<file path="src/rtl/counter_cycle_arbiter.sv">
// counter_cycle_arbiter: shares one counter-increment datapath among NUM_CELLS cells,
// granting one CYCLE_LEN-timepulse counter cycle per instruction-boundary window.
module counter_cycle_arbiter #(
  parameter int NUM_CELLS = 8,
  parameter int CYCLE_LEN = 12,
  parameter int TPW       = 4
) (
  input  logic                 clk,
  input  logic                 rst,
  input  logic [NUM_CELLS-1:0] req_plus,
  input  logic [NUM_CELLS-1:0] req_minus,
  input  logic                 window,
  input  logic                 inhibit,
  output logic [NUM_CELLS-1:0] grant,
  output logic                 grant_plus,
  output logic                 grant_minus,
  output logic                 busy,
  output logic [TPW-1:0]       tp,
  output logic                 done,
  output logic [NUM_CELLS-1:0] pend_plus,
  output logic [NUM_CELLS-1:0] pend_minus
);
  logic [NUM_CELLS-1:0] prev_plus, prev_minus, cancel, elig, win_vec, clr_plus, clr_minus;
  logic arb, last;
  assign busy = tp != '0;
  assign last = tp == TPW'(CYCLE_LEN);
  always_comb begin
    cancel    = (window & ~inhibit & ~busy) ? pend_plus & pend_minus : '0;
    elig      = (pend_plus | pend_minus) & ~cancel;
    win_vec   = elig & (~elig + NUM_CELLS'(1));
    arb       = window & ~inhibit & ~busy & (|elig);
    clr_plus  = cancel | ((last & grant_plus) ? grant : '0);
    clr_minus = cancel | ((last & grant_minus) ? grant : '0);
  end
  // a new request edge coinciding with a clear wins, so the flag stays pending
  always_ff @(posedge clk or posedge rst) begin
    if (rst) begin
      prev_plus   <= '0;
      prev_minus  <= '0;
      pend_plus   <= '0;
      pend_minus  <= '0;
      grant       <= '0;
      grant_plus  <= 1'b0;
      grant_minus <= 1'b0;
      tp          <= '0;
      done        <= 1'b0;
    end else begin
      prev_plus  <= req_plus;
      prev_minus <= req_minus;
      pend_plus  <= (pend_plus & ~clr_plus) | (req_plus & ~prev_plus);
      pend_minus <= (pend_minus & ~clr_minus) | (req_minus & ~prev_minus);
      if (busy) begin
        tp   <= last ? '0 : tp + TPW'(1);
        done <= tp == TPW'(CYCLE_LEN - 1);
        if (last) begin
          grant       <= '0;
          grant_plus  <= 1'b0;
          grant_minus <= 1'b0;
        end
      end else if (arb) begin
        grant       <= win_vec;
        grant_plus  <= |(win_vec & pend_plus);
        grant_minus <= ~|(win_vec & pend_plus);
        tp          <= TPW'(1);
      end
    end
  end
endmodule

</file>
<file path="config.mk">
export PLATFORM = sky130hd
export DESIGN_NAME = counter_cycle_arbiter
export DESIGN_NICKNAME = d
export VERILOG_FILES = /design/src/rtl/counter_cycle_arbiter.sv
export SDC_FILE = /design/constraint.sdc
export NUM_CORES = 1
export LEC_CHECK = 0
export BUFFER_PORTS_ARGS = -buffer_cell sky130_fd_sc_hd__buf_2
export CAP_MARGIN = 20
export CORE_MARGIN = 1
export CORE_UTILIZATION = 48
export DETAILED_ROUTE_END_ITERATION = 7
export PLACE_DENSITY = 0.77
export REMOVE_ABC_BUFFERS = 1
export SLEW_MARGIN = 10
export SYNTH_ARGS = -nofsm -noshare
export SYNTH_HDL_FRONTEND = slang
export SYNTH_SLANG_ARGS = --single-unit
export TNS_END_PERCENT = 10
</file>
<file path="constraint.sdc">
create_clock -name clk -period 3.1 [get_ports clk]
set_clock_uncertainty 0.05 [all_clocks]
set_input_delay 0.62 -clock clk [delete_from_list [all_inputs] [get_ports clk]]
set_output_delay 0.62 -clock clk [all_outputs]
set_load 0.1 [all_outputs]
</file>
==> run summary, run 1 <==
Global routing finished with a remaining overflow of 0. The number of register bits inferred by synthesis is 47. The clock transition at the register clock pins on the worst setup and hold paths after CTS came out at 0.09 ns. Leaving out fill and tap cells, the most frequent cell in the layout is buf_2.

The total setup violations reported at the end of the flow came out at 0. The maximum clock path buffer count came out at 2. The Yosys warning count came out at 0.

The number of max-cap violations is 0. The filler-free cell count of the finished design came out at 347. The commonest register cell after synthesis is dfrtp_1. Counting both buffers and inverters, the worst setup path holds a total of 2. The highest clock rate is 357 MHz.

The worst slew margin relative to its limit came out at 61.0%. Sequential elements use 51.2% of the synthesized area. Buffers added to address setup during post-CTS repair amount to 0. The average detailed-routed wire length per instance is 14.8 um.

The worst-case IR drop observed on VDD is 0.532 mV. The global router's overall resource usage is 22.4%. The root buffer cell is clkbuf_8.

The static power due to leakage came out at 1.29 nW. The number of distinct library cells after synthesis came out at 49. The cell count after synthesis came out at 239. TritonCTS built the clock tree.

Counting the buffers created by CTS gives 5. The routed wire length is 5140 um. The critical path in this run is classified as register to register.

The area of the mapped netlist came out at 0.00230 mm^2. The first global-routing pass estimated 8750 um of wire. The source-to-sink clock delay at the later pin of the worst-skew pair came out at 0.30 ns. The fraction of synthesis flops using an asynchronous set or reset pin is 100%.

The combinational group share of total power came out at 54.4%. Measured along the x axis, the die boundary spans 71.2 um. The fraction of final layout cells sized beyond drive strength 1 is 24.7%.

The post-route cell area is 0.00271 mm^2. The critical path capture point type is a register. The detailed-route via count came out at 1984.

The placed instance area came out at 0.00261 mm^2. Setup repair after global routing left no endpoint under its margin. The post-route minimum period is 2.80 ns. The count of final hold-check violations is 0. In this run switching power makes up 56.5% of total power.

At the pin with the least slew margin, the transition time is 0.584 ns. The arrival time of data at the critical path endpoint came out at 2.93 ns. The number of clock sinks is 47. Along the worst path, the maximum fanout reaches 8. The die span in y came out at 71.2 um. The total negative slack came out at 0 ns. The number of placement rows is 24. The starting density of the core came out at 51.3%.

The proportion of power drawn by the clock network came out at 13.0%. Entering global routing, the biggest net connects 48 pins. The H-tree was split into 2 levels. Leaving out fill and tap cells, the most frequent cells in the layout are buf_2 (51), dfrtp_1 (47), nand2_1 (25).

The post-detailed-route DRC marker count is 0. The number of nets in the finished design came out at 316. The standard cell core area is 0.00447 mm^2.

The detail route stage leaves a number of antenna-violating nets equal to 0. In this design, the largest share of critical-path delay is due to compound AO/OA/AOI/OAI gates. The diode insertion count for antenna repair came out at 0. The routed via count divided by cell count came out at 5.72.

The min-delay analysis places its worst path in the category input port to asynchronous set/reset pin. The share of the clock period used by the worst path is 90.4%. The via count of the first global-routing pass was 1852. The ratio of total power to cell area is 1030 mW/mm^2. The analysis attributes to net switching a power of 1.58 mW. The flow ran to the end, and the final reports show no timing, DRC or antenna violations. The die covers 0.00506 mm^2. The number of DRC markers in iteration 0 is 165. The average cell area after synthesis is 9.61 um^2. The part of the power in registers is 32.6%. For this run, the slowest stage of the critical path takes 0.42 ns. The critical path's slowest cell is dfrtp_1. The detailed-routing iteration count for the pre-antenna-repair pass is 6. Yosys mapped a number of flops with a built-in enable equal to 0. In this run, post-CTS repair resized a total of 0 instances. The cell internal power dissipation came out at 1.21 mW. The signed area change from the synthesized netlist to the final layout is 18.0%. The count of hold-fix buffers inserted at cts is 0. The HPWL reported at the end of detailed placement came out at 3650 um. The signal on the critical path passes through inv_1 > ha_1 > nor3b_4 > inv_2 > o31a_1 > a211oi_4 > a31o_4 > and2_2 > mux2_1. STA classifies the critical path startpoint as a register.

The count of input and output buffers is 51. The number of placed instances, taps included, is 338. STA puts the critical path data required time at 3.23 ns. The initial antenna violation count came out at 0. The count of pins over their slew limit came out at 0.

Hold timing on the final database bottoms out at a slack of 0.245 ns. The global placement routability congestion is 0.974. Pin placement for this block handled 52 I/O pins.
[worst reg2reg max path, stage by stage, from the launching register on]
cell	delay, ns
dfrtp_1	0.42
inv_1	0.12
ha_1	0.24
nor3b_4	0.40
inv_2	0.14
o31a_1	0.35
a211oi_4	0.28
a31o_4	0.21
and2_2	0.17
mux2_1	0.32
[area by class of cell]
| type | count | area (um^2) |
|---|---|---|
| Clock buffer | 6 | 72.6 |
| Clock inverter | 2 | 12.5 |
| Fill cell | 379 | 1760 |
| Inverter | 26 | 97.6 |
| Multi-Input combinational cell | 158 | 981 |
| Sequential cell | 47 | 1180 |
| Tap cell | 52 | 65.1 |
| Timing Repair Buffer | 56 | 305 |
[logic make-up after synthesis]
group                    Yosys count  synth area share [%]
XOR/XNOR                           5                  1.91
AO/OA/AOI/OAI                     74                  22.5
multiplexers                       2                  1.14
AND/OR/NAND/NOR                   75                  16.1
flip-flops                        47                  51.2
adder cells (fa/ha/maj)            2                  1.09
buffers and inverters             34                  6.05
[state kept, by name, indices dropped and copies added, names as in the netlist]
| signal | cells |
|---|---|
| done | 1 |
| grant | 8 |
| grant_minus | 1 |
| grant_plus | 1 |
| pend_minus | 8 |
| pend_plus | 8 |
| prev_minus | 8 |
| prev_plus | 8 |
| tp | 4 |
[path summary, 6_finish.rpt]
path | from | to | slack [ns] | depth (start not counted)
max in group asynchronous | rst | grant_minus | 2.26 | 3
worst min-delay path | rst | prev_minus[2] | 0.25 | 2
worst min register to register | prev_plus[5] | pend_plus[5] | 0.37 | 1
worst max-delay path | tp[0] | grant[0] | 0.30 | 9
min in group clk | prev_plus[5] | pend_plus[5] | 0.37 | 1
worst max register to register | tp[0] | grant[0] | 0.30 | 9
[routing by layer]
layer,up-vias,GRT usage [%],wire (um)
met5,-,0,0
met4,0,8.67,92
met3,9,5.56,316
met2,60,34.2,2410
met1,954,31.1,2330
li1,961,-,-
[power by group through the flow]
stage / Sequential (mW) / Clock (mW) / Combinational [mW]
floorplan: 1.67 / 0 / 0.489
global placement: 0.915 / 0 / 1.50
detailed placement: 0.919 / 0 / 1.51
CTS: 0.907 / 0.370 / 1.52
global route: 0.935 / 0.395 / 1.61
finish: 0.909 / 0.362 / 1.52
[cell usage after synthesis, types with 2 or more instances]
cell type / n / area [um^2]
a21oi_1: 10 / 50.1
nand2_1: 25 / 93.8
a22oi_1: 12 / 90.1
nand3_1: 16 / 80.1
buf_2: 3 / 15.0
xor2_1: 4 / 35.0
or2_2: 2 / 12.5
ha_1: 2 / 25.0
o22ai_1: 5 / 31.3
inv_1: 25 / 93.8
a22o_1: 2 / 17.5
nand4_1: 4 / 25.0
and2_1: 3 / 18.8
o41ai_1: 3 / 26.3
nor2b_1: 3 / 18.8
o21ai_0: 22 / 110
dfrtp_1: 47 / 1180
nand2b_1: 2 / 12.5
nor2_1: 13 / 48.8
o31a_1: 2 / 17.5
clkbuf_1: 4 / 15.0
o211ai_1: 2 / 15.0
a21o_1: 2 / 15.0
[per-stage QoR]
step | worst slack [ns] | utilization, % | power, mW
floorplan | -0.367 | - | 2.16
global placement | 0.411 | 58.2 | 2.41
detailed placement | 0.315 | 58.2 | 2.43
CTS | 0.301 | 60.1 | 2.80
global route | 0.161 | 60.6 | 2.94
finish | 0.298 | 60.6 | 2.79
Note: power is estimated with default switching activity, not from simulation.
==> run 2: changes to the inputs <==
--- a/config.mk
+++ b/config.mk
@@ -11,6 +11,7 @@
 export CORE_UTILIZATION = 48
 export DETAILED_ROUTE_END_ITERATION = 7
 export PLACE_DENSITY = 0.77
+export RECOVER_POWER = 25
 export REMOVE_ABC_BUFFERS = 1
 export SLEW_MARGIN = 10
 export SYNTH_ARGS = -nofsm -noshare
==> constraint.sdc (replaced) <==
create_clock -name clk -period 3.1 [get_ports clk]
set_clock_uncertainty 0.05 [all_clocks]
set_input_delay 0.465 -clock clk [delete_from_list [all_inputs] [get_ports clk]]
set_output_delay 0.465 -clock clk [all_outputs]
set_load 0.1 [all_outputs]
==> run 2 against run 1 <==
Net effect: the run now ends with design-rule violations left; largest cell class unchanged; wire length up 1.2%; first-iteration DRC count shrank 4.2%; sequential power about the same; sequential cell count did not move; count of clock-buffer cells in the layout rose by 2.
==> run summary, run 2 (synthesis results as in run 1) <==
The path class of the tightest hold or removal check is input port to register. The post-CTS setup-driven buffer insertion count is 0. The count of cells resized by post-cts repair came out at 0. The worst setup path is of the register to register kind. Entering global routing, the biggest net connects 48 pins. The total I/O pin count came out at 52.

The net switching power came out at 1.57 mW. The static power due to leakage is 1.30 nW. The source-to-sink clock delay at the later pin of the worst-skew pair came out at 0.29 ns. The number of H-tree levels is 2. The ratio of total power to cell area came out at 1040 mW/mm^2. The checks that failed: design-rule violations. The average detailed-routed wire length per instance came out at 14.9 um. The first-pass GRT wire length is 8820 um.

The run finished, with violations left. The maximum clock path buffer count is 2. The core occupancy in the finished layout came out at 61.1%. The worst-path maximum fanout came out at 7. The number of clock buffers added by TritonCTS is 5.

The die width came out at 71.2 um. The first detailed-routing pass took 6 iterations. The final critical path takes up 85.4% of the cycle. The initial antenna violation count came out at 0. The global placement routability congestion is 0.970. The proportion of power drawn by the clock network came out at 13.9%. The number of fill cells is 405. The number of nets in the finished design came out at 318. The die span in y came out at 71.2 um. The total setup violations reported at the end of the flow came out at 0. The count of final hold-check violations is 0. The worst setup path is launched from a register. The floorplan step defined a die boundary enclosing 0.00506 mm^2. The routed via count divided by cell count is 5.69. TritonCTS built the clock tree.

The post-route minimum period is 2.65 ns. The cell internal power dissipation is 1.27 mW. The post-detailed-route DRC marker count came out at 1. Detailed routing inserted a total of 1986 vias. The worst supply voltage drop on vdd is 0.576 mV. The combinational group share of total power is 54.0%. The count of hold-fix buffers inserted at cts is 0. Derived from the worst setup path, the maximum achievable clock frequency is 378 MHz. For the pin with the worst max-slew slack, the measured transition is 0.767 ns. The total negative slack came out at 0 ns. For this block, the initial DRC count from the detailed router was 158. The count of buffers added on input and output ports is 51. The count of pins over their slew limit is 0. The critical path data required time came out at 3.23 ns. The area growth from synthesis to layout is 19.1%. In this run the core area contains 24 standard-cell rows.

Summed over all layers, the global routing overflow is 0. Setup repair after global routing left no endpoint under its margin. The root buffer cell is clkbuf_8. The library cells used most frequently in the layout, excluding fill and tap cells, are dfrtp_1 (47), buf_2 (47), nand2_1 (25), inv_1 (25), o21ai_0 (22). Sequential cells account for 32.1% of the total power. The critical path capture point type is a register.

After clock tree synthesis, the clock-pin slew on the worst setup and hold paths is 0.08 ns. The worst pin sits at a relative slew slack of 48.8%. The via count of the first global-routing pass was 1911. The arrival time of data at the critical path endpoint came out at 2.78 ns.

Cells with a size suffix above 1 make up 23.6% of the layout. The global router's overall resource usage came out at 22.5%. The number of max-cap violations is 0. For this design, the sink count on the clock tree is 47. The starting density of the core came out at 51.3%. The HPWL reported at the end of detailed placement is 3730 um. Wires add up to 5200 um. The diode insertion count for antenna repair is 0. The standard cell core area is 0.00447 mm^2. The post-route antenna net violation count came out at 0.

The net switching share of the total power came out at 55.3%.
-- run 2: cell count changes in the layout (fill, tap and decap cells not counted), sizes merged --
cell      previous run  this run
clkinvlp             1         0
clkbuf               6        12
clkinv               1         0
buf                 56        54
-- run 2: critical path, cell delays in order, from the launching register on --
cell	delay (ns)
dfrtp_1	0.41
inv_1	0.12
ha_1	0.25
nor3b_4	0.24
buf_4	0.18
nand4_1	0.22
a211oi_4	0.36
a31o_4	0.22
and2_2	0.17
mux2_1	0.32
-- run 2: cell type report --
| cell class | instances | area (um^2) | share of cell area, % |
|---|---|---|---|
| Sequential cell | 47 | 1180 | 43.0 |
| Multi-Input combinational cell | 158 | 981 | 35.9 |
| Timing Repair Buffer | 58 | 315 | 11.5 |
| Clock buffer | 8 | 100 | 3.66 |
| Inverter | 26 | 97.6 | 3.57 |
| Tap cell | 52 | 65.1 | 2.38 |
-- run 2: power by group through the flow --
stage | sequential [mW] | clock, mW | combinational [mW]
2_1_floorplan | 1.67 | 0 | 0.489
3_3_place_gp | 0.915 | 0 | 1.51
3_5_place_dp | 0.919 | 0 | 1.53
4_1_cts | 0.908 | 0.401 | 1.53
5_1_grt | 0.936 | 0.425 | 1.62
6_report | 0.910 | 0.395 | 1.53
-- run 2: final timing paths --
kind,startpoint,to,slack (ns),depth (start not counted)
max in group asynchronous,rst,grant[7],2.13,3
max,tp[0],grant[0],0.45,9
min reg2reg,prev_minus[7],pend_minus[7],0.37,1
min,req_minus[1],prev_minus[1],0.24,1
min in group asynchronous,rst,prev_minus[2],0.25,2
max reg2reg,tp[0],grant[0],0.45,9
-- run 2: per-stage QoR --
step / power [mW] / cells / setup slack [ns] / hold slack (ns) / instance area [um^2]
finish: 2.84 / 349 / 0.452 / 0.236 / 2740
global route: 2.99 / 349 / 0.263 / 0.227 / 2740
CTS: 2.84 / 348 / 0.442 / 0.232 / 2720
detailed placement: 2.45 / 340 / 0.469 / 0.363 / 2620
global placement: 2.43 / 340 / 0.562 / 0.353 / 2620
floorplan: 2.16 / 231 / -0.367 / 0.350 / 2250
-- run 2: per-layer routing --
layer | wire length [um] | global-route usage [%] | vias up
met5 | 0 | 0 | -
met4 | 89 | 8.22 | 0
met3 | 220 | 4.42 | 9
met2 | 2470 | 37.0 | 55
met1 | 2430 | 29.6 | 957
li1 | - | - | 965
